[src/rtl/idex_stage.sv]
// ID/EX pipeline register with MEM/WB->EX operand forwarding and load-use
// hazard detection for the 5-stage RISC-V core.
module idex_stage #(
  parameter int XLEN  = 32,
  parameter int RADDR = 5
) (
  input  logic             clk,
  input  logic             reset_n,
  input  logic             valid_d,
  input  logic [RADDR-1:0] rs1_d,
  input  logic [RADDR-1:0] rs2_d,
  input  logic [RADDR-1:0] rd_d,
  input  logic [XLEN-1:0]  rd1_d,
  input  logic [XLEN-1:0]  rd2_d,
  input  logic [XLEN-1:0]  immext_d,
  input  logic [XLEN-1:0]  pc_d,
  input  logic             alusrc_d,
  input  logic [2:0]       alucontrol_d,
  input  logic             regwrite_d,
  input  logic             memwrite_d,
  input  logic             branch_d,
  input  logic             jump_d,
  input  logic [1:0]       resultsrc_d,
  input  logic             stall_e,
  input  logic             flush_e,
  input  logic [RADDR-1:0] rd_m,
  input  logic [RADDR-1:0] rd_w,
  input  logic             regwrite_m,
  input  logic             regwrite_w,
  input  logic [XLEN-1:0]  aluresult_m,
  input  logic [XLEN-1:0]  result_w,
  output logic [XLEN-1:0]  srca_e,
  output logic [XLEN-1:0]  srcb_e,
  output logic [XLEN-1:0]  writedata_e,
  output logic [2:0]       alucontrol_e,
  output logic [RADDR-1:0] rs1_e,
  output logic [RADDR-1:0] rs2_e,
  output logic [RADDR-1:0] rd_e,
  output logic [XLEN-1:0]  immext_e,
  output logic [XLEN-1:0]  pc_e,
  output logic             regwrite_e,
  output logic             memwrite_e,
  output logic             branch_e,
  output logic             jump_e,
  output logic             valid_e,
  output logic [1:0]       resultsrc_e,
  output logic             lwstall
);

  typedef struct packed {
    logic             valid;
    logic [RADDR-1:0] rs1;
    logic [RADDR-1:0] rs2;
    logic [RADDR-1:0] rd;
    logic [XLEN-1:0]  rd1;
    logic [XLEN-1:0]  rd2;
    logic [XLEN-1:0]  immext;
    logic [XLEN-1:0]  pc;
    logic             alusrc;
    logic [2:0]       alucontrol;
    logic             regwrite;
    logic             memwrite;
    logic             branch;
    logic             jump;
    logic [1:0]       resultsrc;
  } idex_t;

  idex_t q, d;

  always_comb begin
    d            = '0;
    d.valid      = valid_d;
    d.rs1        = rs1_d;
    d.rs2        = rs2_d;
    d.rd         = rd_d;
    d.rd1        = rd1_d;
    d.rd2        = rd2_d;
    d.immext     = immext_d;
    d.pc         = pc_d;
    d.alusrc     = alusrc_d;
    d.alucontrol = alucontrol_d;
    d.regwrite   = regwrite_d;
    d.memwrite   = memwrite_d;
    d.branch     = branch_d;
    d.jump       = jump_d;
    d.resultsrc  = resultsrc_d;
  end

  // A bubble clears data fields too, so a squashed slot never leaks stale operands.
  always_ff @(posedge clk or negedge reset_n) begin
    // NOTE: sequential state uses non-blocking assignments so every register
    // samples pre-edge values regardless of process ordering.
    if (!reset_n)      q <= '0;
    else if (flush_e)  q <= '0;
    else if (!stall_e) begin
      if (lwstall) q <= '0;
      else         q <= d;
    end
  end

  // MEM is the younger producer, so it wins over WB; x0 is never forwarded.
  function automatic logic [XLEN-1:0] fwd(
    input logic [RADDR-1:0] rs,
    input logic [XLEN-1:0]  regval,
    input logic             we_m,
    input logic [RADDR-1:0] dst_m,
    input logic [XLEN-1:0]  val_m,
    input logic             we_w,
    input logic [RADDR-1:0] dst_w,
    input logic [XLEN-1:0]  val_w
  );
    if (we_m && dst_m != '0 && dst_m == rs)      return val_m;
    else if (we_w && dst_w != '0 && dst_w == rs) return val_w;
    else                                         return regval;
  endfunction

  always_comb begin
    srca_e      = fwd(q.rs1, q.rd1, regwrite_m, rd_m, aluresult_m, regwrite_w, rd_w, result_w);
    writedata_e = fwd(q.rs2, q.rd2, regwrite_m, rd_m, aluresult_m, regwrite_w, rd_w, result_w);
    srcb_e      = q.alusrc ? q.immext : writedata_e;
  end

  assign lwstall = q.valid && (q.resultsrc == 2'b01) && (q.rd != '0) && valid_d &&
                   ((q.rd == rs1_d) || (q.rd == rs2_d));

  assign alucontrol_e = q.alucontrol;
  assign rs1_e        = q.rs1;
  assign rs2_e        = q.rs2;
  assign rd_e         = q.rd;
  assign immext_e     = q.immext;
  assign pc_e         = q.pc;
  assign regwrite_e   = q.regwrite;
  assign memwrite_e   = q.memwrite;
  assign branch_e     = q.branch;
  assign jump_e       = q.jump;
  assign valid_e      = q.valid;
  assign resultsrc_e  = q.resultsrc;

endmodule

[config.mk]
export PLATFORM = sky130hd
export DESIGN_NAME = idex_stage
export DESIGN_NICKNAME = d
export VERILOG_FILES = /design/src/rtl/idex_stage.sv
export SDC_FILE = /design/constraint.sdc
export NUM_CORES = 1
export LEC_CHECK = 0
export ABC_CLOCK_PERIOD_IN_PS = 7200
export CORE_AREA = 2 2 165 167
export DETAILED_ROUTE_END_ITERATION = 8
export DIE_AREA = 0 0 167 169
export GPL_ROUTABILITY_DRIVEN = 0
export GPL_TIMING_DRIVEN = 1
export HOLD_SLACK_MARGIN = 0.03
export PLACE_DENSITY = 0.71
export SYNTH_ARGS = -nofsm -noshare
export SYNTH_HDL_FRONTEND = slang
export SYNTH_SLANG_ARGS = --single-unit
[constraint.sdc]
create_clock -name clk -period 7.2 [get_ports clk]
set_clock_uncertainty 0.05 [all_clocks]
set_input_delay 1.44 -clock clk [delete_from_list [all_inputs] [get_ports clk]]
set_output_delay 1.44 -clock clk [all_outputs]
set_load 0.05 [all_outputs]
==> impl_metrics.csv <==
group,metric,value,unit
sta,final_hold_viol_count,0,
critical_path,r2r-end,"q[123]$_DFFE_PN0P_",
power,irDropWorstVdd,0.0001120,V
critical_path,cp_data_arrival_time,4.72,ns
yosys,synth.largest_area_cell,"sky130_fd_sc_hd__dfrtp_1",
drt,detail_route.vias_per_cell,5.476,
yosys,mappedNetlistArea,10340,sq um
sta,post-route-min-period,6.214,ns
clocking,path_clk_slew,0.06,ns
critical_path,path_class,"in2out",
floorplan,core_rows,60,
clocking,post_cts.resized_instances,0,
floorplan,fp.coreArea,26500,sq um
final_layout,final_nets,1644,
grt,grt_pass1_vias,9335,
clocking,postCtsSetupBuffers,0,
final_layout,seq_area,3855,sq um
yosys,synth_top_flop_cell,"sky130_fd_sc_hd__dfrtp_1",
critical_path,critical_path.endpoint_type,"primary output",
clocking,clockRootBuffer,"sky130_fd_sc_hd__clkbuf_16",
clocking,htreeDepth,4,
critical_path,worstReg2RegStart,"rd_e[1]$_DFFE_PN0P_",
critical_path,critPathRequiredTime,5.71,ns
critical_path,cp-start-kind,"primary input",
placement,place.detailed.instances,1732,
clocking,cts_buffers,17,
yosys,synth_enable_flop_cells,0,
yosys,synthArstFlopShare,1.000,
final_layout,post_layout_nonfiller_instances,1768,
final_layout,layout.core_utilization,0.5484,
critical_path,worst_r2r_path_cells,7,
sta,fin_tns_setup,0,ns
drt,drtPass1Iterations,6,
sta,grt_setup_unrepaired,"false",
sta,final-setup-viol-count,0,
final_layout,fillers,2397,
yosys,synth.top_cells.by_area,"sky130_fd_sc_hd__dfrtp_1 (37%), sky130_fd_sc_hd__o41ai_1 (13%), sky130_fd_sc_hd__nand3b_1 (8.1%)",
worst_hold_path,timing.hold.worst_endpoint,"pc_e[17]$_DFFE_PN0P_",
critical_path,path_cells,"clkdlybuf4s50_1, xor2_1, nor3_1, nand4_4, mux2i_1, a221oi_1, clkdlybuf4s50_1",
worst_hold_path,timing.hold.worst_path_depth,2,
yosys,synthesis.nets,1391,
yosys,synth_cells,1157,
grt,antenna_found_initial,5,
run_status,run_status,"finished clean",
drt,wl_final,36700,um
clocking,clock_sink_count,154,
floorplan,ioPinCount,420,
critical_path,worst_path_max_delay_cell,"sky130_fd_sc_hd__clkdlybuf4s50_1",
drt,routed-via-count,9682,
yosys,yosys_register_bits,154,
final_layout,area_growth,40.49,%
power,pwr_density_cell,184.4,nW/um^2
final_layout,drive_above_1_share,0.06044,
grt,globalRouteTotalUtil,0.2519,
floorplan,dieHeight,169,um
critical_path,cpPeakStageDelay,0.90,ns
clocking,cts_hold_repair.buffers,0,
grt,wire_length_of_the_first_global_routing_pass,55540,um
critical_path,critical-path-top-cell-by-count,"sky130_fd_sc_hd__clkdlybuf4s50_1",
final_layout,multi_input_area,4646,sq um
yosys,yosys.cell_types.count,28,
floorplan,die_width,167,um
floorplan,effective_utilization_at_floorplan,0.3904,
worst_hold_path,holdCritPathClass,"reg2reg",
critical_path,critical_path_peak_fanout,32,
clocking,clock_insertion_delay_worst_skew,0.42,ns
worst_hold_path,timing.hold.worst.start,"pc_e[17]$_DFFE_PN0P_",
drt,remaining_drc_errors,0,
clocking,clock_tree_from_tritoncts,"yes",
drt,routedWlPerCell,20.76,um
yosys,synth-seq-area-share,0.3725,
job,cap_viol_max_count,0,
sta,drv_slew,0,
power,total_leakage_power,6.215,nW
sta,slew_headroom,0.2952,
sta,timing.fmax,160.9,MHz
grt,grt_remaining_overflow,0,
yosys,ys_warn_count,0,
sta,finalCritPeriodShare,0.8631,
grt,grt_max_degree,125,
clocking,maximum_count_of_clock_buffers_along_a_single_path,2,
floorplan,die_area,28220,sq um
critical_path,r2r_setup_slack,3.80,ns
sta,tightestPinTransition,1.057,ns
drt,detail_route.iter0.violations,791,
yosys,avgSynthCellArea,8.941,sq um
yosys,synth_top_area_share,0.3725,
placement,io_buffers,419,
critical_path,cp_top_family,"buffers and inverters",
drt,drt.antenna.violating_nets,0,
critical_path,path_buf_inv,2,
placement,hpwlAfterDp,26220,um
## placed cells by master, fill, tap and decap left out, drive strengths merged, types with 2 or more instances in the layout
cell type      netlist  final
o21ai               32     32
clkdlybuf4s50        0    416
buf                122     17
o21a                 2      2
dfrtp              154    154
xnor2               10     10
a21oi               32     32
xor2                20     20
diode                0      4
mux2i               64     64
inv                186    190
clkinv               0      3
clkinvlp             0      4
and4                 2      2
nor3                39     39
a221oi              33     33
nor2                34     34
o41ai              154    154
nand2               74     74
or4                  2      2
nand3                3      3
nand3b             112    112
clkbuf              78     21
## registers in the layout (all words and copies together), names as in the netlist, 2 cells and up
register	cells
q	65
resultsrc_e	2
rs1_e	5
rs2_e	5
rd_e	5
alucontrol_e	3
pc_e	32
immext_e	32
## worst min-delay path, cell delays in order, from the launching register on
cell	delay, ns
sky130_fd_sc_hd__dfrtp_1	0.34
sky130_fd_sc_hd__nand2_1	0.05
sky130_fd_sc_hd__o41ai_1	0.05
## logic make-up (layout without fill, tap and decap cells)
group	Yosys count	count (layout)	synth area share
muxes	64	64	0.06193
DFF	154	154	0.3725
buffers and inverters	386	652	0.1826
other	0	4	0
AOI/OAI and AO/OA	254	254	0.2101
and+or+nand+nor	269	269	0.1474
xor gates and xnor gates	30	30	0.02540
## cells in the mapped netlist, types with 28 or more instances
library cell / number
sky130_fd_sc_hd__buf_4: 87
sky130_fd_sc_hd__buf_2: 28
sky130_fd_sc_hd__nor2_1: 34
sky130_fd_sc_hd__o41ai_1: 154
sky130_fd_sc_hd__dfrtp_1: 154
sky130_fd_sc_hd__a21oi_1: 32
sky130_fd_sc_hd__nand3b_1: 112
sky130_fd_sc_hd__nor3_1: 39
sky130_fd_sc_hd__mux2i_1: 64
sky130_fd_sc_hd__nand2_1: 74
sky130_fd_sc_hd__a221oi_2: 30
sky130_fd_sc_hd__clkbuf_1: 78
sky130_fd_sc_hd__inv_1: 186
sky130_fd_sc_hd__o21ai_1: 30
## power breakdown
part	internal [W]	switching, W	total, W
Clock	0.000489	0.000384	0.000873
Sequential	0.000914	0.0000489	0.000963
Combinational	0.000335	0.000509	0.000845
Total	0.00174	0.000942	0.00268
## stage by stage
step	worst slack, ns	area [sq um]	power [W]	hold slack, ns
2_1_floorplan	2.008	10340	0.001486	0.3925
3_3_place_gp	0.9985	13960	0.001815	0.4040
3_5_place_dp	0.9929	13960	0.001823	0.4112
4_1_cts	0.9882	14520	0.002707	0.4288
5_1_grt	0.8139	14530	0.002786	0.4543
6_report	0.9860	14530	0.002680	0.4261
## how the worst max path moves through the flow
stage	start	endpoint	slack [ns]	depth (start not counted)
detailed placement	rd_w[3]	srcb_e[0]	0.99	7
global route	rd_w[3]	srcb_e[0]	0.81	7
finish	rd_w[3]	srcb_e[0]	0.99	7
CTS	rd_w[3]	srcb_e[0]	0.99	7
global placement	rd_w[3]	srcb_e[0]	1.0	7
floorplan	rd_m[1]	srcb_e[0]	2.01	6
## cell type report
cell class,instances,area share
multi-input cells,617,0.3196
repair buffers,434,0.2985
flip-flops and latches,154,0.2652
inverters,186,0.04804
clock buffers,20,0.03073
well taps,341,0.02936
clock inverters,12,0.007834
diodes,4,0.0006887
## routing by layer
layer,GRT usage,vias to the layer above,part of all wire
met2,0.4004,421,0.47
met4,0.09408,2,0.027
li1,-,4528,-
met3,0.05658,59,0.073
met5,0,-,0.00025
met1,0.3366,4672,0.44
(Power assumes the default switching activity.)
